File: src/rtl/reg_file_n.sv
// NREGS x WIDTH register bank with masked multi-register writes, sticky wrap flags
// and two combinational read ports; SAT selects wrap-around or saturating inc/dec.
module reg_file_n #(
    parameter int WIDTH = 16,
    parameter int NREGS = 4,
    parameter int SAT   = 0,
    parameter int SW    = $clog2(NREGS)
) (
    input  logic             Clock,
    input  logic             Reset,
    input  logic [WIDTH-1:0] I,
    input  logic             E,
    input  logic [NREGS-1:0] RegSel,
    input  logic [2:0]       FunSel,
    input  logic [SW-1:0]    OutASel,
    input  logic [SW-1:0]    OutBSel,
    output logic [WIDTH-1:0] OutA,
    output logic [WIDTH-1:0] OutB,
    output logic [NREGS-1:0] Wrap
);

    localparam int HW = WIDTH / 2;
    localparam logic [WIDTH-1:0] ONE = WIDTH'(1);

    typedef enum logic [2:0] {
        OP_DEC  = 3'b000,
        OP_INC  = 3'b001,
        OP_LOAD = 3'b010,
        OP_CLR  = 3'b011,
        OP_LDLO = 3'b100,
        OP_LDHI = 3'b101,
        OP_SHL  = 3'b110,
        OP_FCLR = 3'b111
    } op_e;

    logic [WIDTH-1:0] r_regs [NREGS];
    logic [NREGS-1:0] r_wrap;
    logic [WIDTH-1:0] w_nxt  [NREGS];
    logic [NREGS-1:0] w_set;
    logic [WIDTH-1:0] w_rd   [2**SW];

    // Increment that either wraps to zero or sticks at all-ones.
    function automatic logic [WIDTH-1:0] f_inc(input logic [WIDTH-1:0] r);
        if (&r) return (SAT != 0) ? {WIDTH{1'b1}} : '0;
        return r + ONE;
    endfunction

    // Decrement that either wraps to all-ones or sticks at zero.
    function automatic logic [WIDTH-1:0] f_dec(input logic [WIDTH-1:0] r);
        if (r == '0) return (SAT != 0) ? '0 : {WIDTH{1'b1}};
        return r - ONE;
    endfunction

    always_comb begin
        for (int k = 0; k < NREGS; k++) begin
            w_nxt[k] = r_regs[k];
            w_set[k] = 1'b0;
            case (op_e'(FunSel))
                OP_DEC: begin
                    w_nxt[k] = f_dec(r_regs[k]);
                    w_set[k] = (r_regs[k] == '0);
                end
                OP_INC: begin
                    w_nxt[k] = f_inc(r_regs[k]);
                    w_set[k] = &r_regs[k];
                end
                OP_LOAD: w_nxt[k] = I;
                OP_CLR:  w_nxt[k] = '0;
                OP_LDLO: w_nxt[k] = {r_regs[k][WIDTH-1:HW], I[HW-1:0]};
                OP_LDHI: w_nxt[k] = {I[HW-1:0], r_regs[k][HW-1:0]};
                OP_SHL: begin
                    w_nxt[k] = {r_regs[k][WIDTH-2:0], 1'b0};
                    w_set[k] = r_regs[k][WIDTH-1];
                end
                OP_FCLR: w_nxt[k] = r_regs[k];
                default: w_nxt[k] = r_regs[k];
            endcase
        end
    end

    // Register stage: reset wins over any pending write.
    always_ff @(posedge Clock) begin
        if (Reset) begin
            for (int k = 0; k < NREGS; k++) r_regs[k] <= '0;
            r_wrap <= '0;
        end else if (E) begin
            for (int k = 0; k < NREGS; k++) begin
                if (RegSel[k]) begin
                    r_regs[k] <= w_nxt[k];
                    r_wrap[k] <= (op_e'(FunSel) == OP_FCLR) ? 1'b0 : (r_wrap[k] | w_set[k]);
                end
            end
        end
    end

    // Read table padded to the full select range so out-of-range selects read zero.
    for (genvar j = 0; j < 2**SW; j++) begin : g_rd
        if (j < NREGS) begin : g_reg
            assign w_rd[j] = r_regs[j];
        end else begin : g_zero
            assign w_rd[j] = '0;
        end
    end

    assign OutA = w_rd[OutASel];
    assign OutB = w_rd[OutBSel];
    assign Wrap = r_wrap;

endmodule

File: config.mk
export PLATFORM = sky130hd
export DESIGN_NAME = reg_file_n
export DESIGN_NICKNAME = d
export VERILOG_FILES = /design/src/rtl/reg_file_n.sv
export SDC_FILE = /design/constraint.sdc
export NUM_CORES = 1
export LEC_CHECK = 0
export CAP_MARGIN = 20
export CORE_UTILIZATION = 50
export CTS_BUF_LIST = sky130_fd_sc_hd__clkbuf_4
export DETAILED_ROUTE_END_ITERATION = 10
export HOLD_SLACK_MARGIN = 0.06
export PLACE_DENSITY = 0.74
export SETUP_SLACK_MARGIN = 0.5
export SYNTH_ARGS = -nofsm -noshare
export SYNTH_HDL_FRONTEND = slang
export SYNTH_SLANG_ARGS = --single-unit
File: constraint.sdc
create_clock -name Clock -period 9.8 [get_ports Clock]
set_input_delay 2.94 -clock Clock [delete_from_list [all_inputs] [get_ports Clock]]
set_output_delay 2.94 -clock Clock [all_outputs]
set_load 0.01 [all_outputs]
==> flow_summary.ini <==
[floorplan]
coreArea_um2 = 14100
die-height_um = 123.0
die_x_um = 123.0
io-pin-count = 66
start_util_pct = 51.93
die_area_um2 = 15130
row_count = 43

[clock_network]
htreeDepth = 3
cts_tree = done
cts.sinks = 68
clkTransAtPathRegs_ns = 0.13
post_cts_resized = 0
numCtsBuffers = 9
ctsHoldBuffers = 0
clock_tree.root_cell = clkbuf_4
cts_max_path_buffers = 2
post-cts-setup-buffers = 0
clkLatencyLatePin_ns = 0.44

[worst_setup_path]
critical_path_class = primary input to output pin
crit_path_cell_trace = clkdlybuf4s50_1 -> buf_16 -> mux4_2 -> clkdlybuf4s50_1
crit_buf_inv = 3
crit_family = buffers and inverters
cpPeakStageDelay_ns = 0.78
crit_top_cell = clkdlybuf4s50_1
worstSetupStartpointType = primary input
critPathLaunch = OutBSel[0]
critPathArrivalTime_ns = 4.99
cp_slowest_cell = clkdlybuf4s50_1
cp-end-kind = output pin
crit_fanout = 11
r2r-start = r_regs[0][1]
cp.required_ns = 6.86

[place]
io_buffers = 65
place_hpwl_mm = 18.82
gp_congestion = 0.9314

[global_route]
antenna_found_initial = 1
grt-ovfl-total = 0
grt_pass1_vias = 6710
grt_start_max_net_pins = 42
grt_use_total_pct = 35.85
grt_pass1_wl_mm = 39.75

[sta]
relSlewSlack_pct = 15.08
setup_violations = 0
grt_setup_unrepaired = no
worst_slew_pin_slew_ns = 1.260
post-route-min-period_ns = 7.930
hold_ws_ns = 0.6232
drv_slew = 0
clock_skew_ns = 0.01619
fmaxAchievable_mhz = 126.1
fin_setup_tns_ns = 0
hold_viol = 0
finalCritPeriodShare_pct = 80.92

[detailed_routing]
drt-pass1-iter-count = 5
drtIter0Drc = 921
wirelength_mm = 26.32
drcViolationCount = 0
dr_total_vias = 7372
vias_per_cell = 7.372
post_drt_wl_per_cell_um = 26.32
antenna_left = 0

[worst_hold_path]
hp-class = flop to flop
holdCritStartpoint = Wrap[2]

[synth]
synth.top_cell.area_share_pct = 26.26
synthesis.nets = 878
synth_warnings = 0
syn-cell-area_um2 = 7320
postSynthCellCount = 838
synth_edf_count = 64
synth_top_area_cell = edfxtp_1
synthArstFlopShare_pct = 0
synth_seq_area_share_pct = 27.35
yosys_register_bits = 68
synth.area.top_cells = edfxtp_1, mux4_2, xnor2_1
syn_area_per_cell_um2 = 8.735
synth_ff_type = edfxtp_1
synthDistinctLibCells = 58

[final_layout]
layout_commonest_cell = clkdlybuf4s50_1
fillCellCount = 1294
nets = 854
area_growth_pct = 9.197
layout-drive-gt1-share_pct = 10.26
final_cell_mix = clkdlybuf4s50_1, edfxtp_1, nor2_1

[power_and_ir_drop]
combPwrFrac_pct = 31.1
p_seq_share_pct = 48.2
ir_worst_vdd_mv = 0.05500
clock_power_share_pct = 20.7
p_sw_share_pct = 37.82
p_leak_nw = 2.495
power_density_nw_per_um2 = 104.6
p_int_mw = 0.5200
netSwitchingPower_mw = 0.3163

[job]
cap_violations = 0

[outcome]
status = complete, no violations
-- state kept, by name, summed over array words and instances (netlist names) --
register / cells
Wrap: 4
r_regs: 64
-- power groups by stage --
stage          Clock, mW  Sequential, mW  Combinational (mW)
3_3_place_gp           0           0.404               0.245
6_report           0.173           0.403               0.260
4_1_cts            0.173           0.399               0.251
3_5_place_dp           0           0.406               0.250
5_1_grt            0.183           0.405               0.277
2_1_floorplan          0           0.352               0.201
-- final timing paths --
kind	endpoint	slack [ns]	cells past startpoint
min reg2reg	Wrap[2]	0.62	2
min	Wrap[2]	0.62	2
max reg2reg	r_regs[0][9]	6.72	6
max	OutB[5]	1.87	4
-- cells in the mapped netlist, drive strengths merged (5+ instances only) --
cell    number
and3         7
nand2       46
buf         26
xnor2       50
xor2        41
o21a         8
nor4b        5
o21ai       31
a22oi       13
and4         6
a211oi      46
o211ai       5
maj3         6
nand3       33
edfxtp      64
nor4        19
nand4       22
clkbuf      84
inv         24
or2          7
ha          10
nand2b       8
nor2        57
a31oi       13
a221oi      44
nor3        24
o22ai       12
a21oi       23
a31o        10
or4          9
nor2b        9
or3          7
mux4        32
-- cell families after synthesis --
logic type                 count (synthesis)  synth area share [%]
muxes                                     33                 9.983
and+or+nand+nor                          270                 19.76
AOI/OAI and AO/OA                        226                 22.19
DFF                                       68                 27.35
xor gates and xnor gates                  91                 10.89
adders and majority gates                 16                 2.530
buffers and inverters                    134                 7.299
-- area by class of cell --
type	instances	area (um^2)	share of cell area [%]
antenna	1	2.502	0.03131
clock buffer	12	90.09	1.127
clock inverter	4	26.28	0.3287
inverter	24	90.09	1.127
multi-input combinational	636	4791	59.94
sequential	68	2002	25.05
tap	180	225.2	2.818
timing repair buffer	75	765.7	9.580
-- stage by stage --
stage                     total power [mW]  util (%)  area, um^2  setup WS, ns  cells
after floorplan                     0.5524         -        7320         2.395    838
after global placement              0.6486     55.31        7796         1.547    978
after detailed placement            0.6558     55.31        7796         1.448    978
after CTS                           0.8229     56.13        7913         1.451    994
after global routing                0.8656     56.70        7993         1.785   1000
final                               0.8363     56.70        7993         1.870   1000
-- worst register-to-register path: cells and delay by family, from the launching register on --
family / cells / cell delay [ns]
compound gates: 3 / 1.08
simple gates: 1 / 0.63
fa+ha+maj: 1 / 0.46
flops: 1 / 0.57
buf+inv: 1 / 0.08
-- per-layer routing --
metal / vias up / part of all wire (%) / GRT usage (%)
met5: - / 0 / 0
met2: 559 / 43 / 53.34
li1: 3180 / - / -
met4: 0 / 4.6 / 18.30
met1: 3546 / 40 / 49.45
met3: 87 / 12 / 7.103
Note: power is estimated with default switching activity, not from simulation.
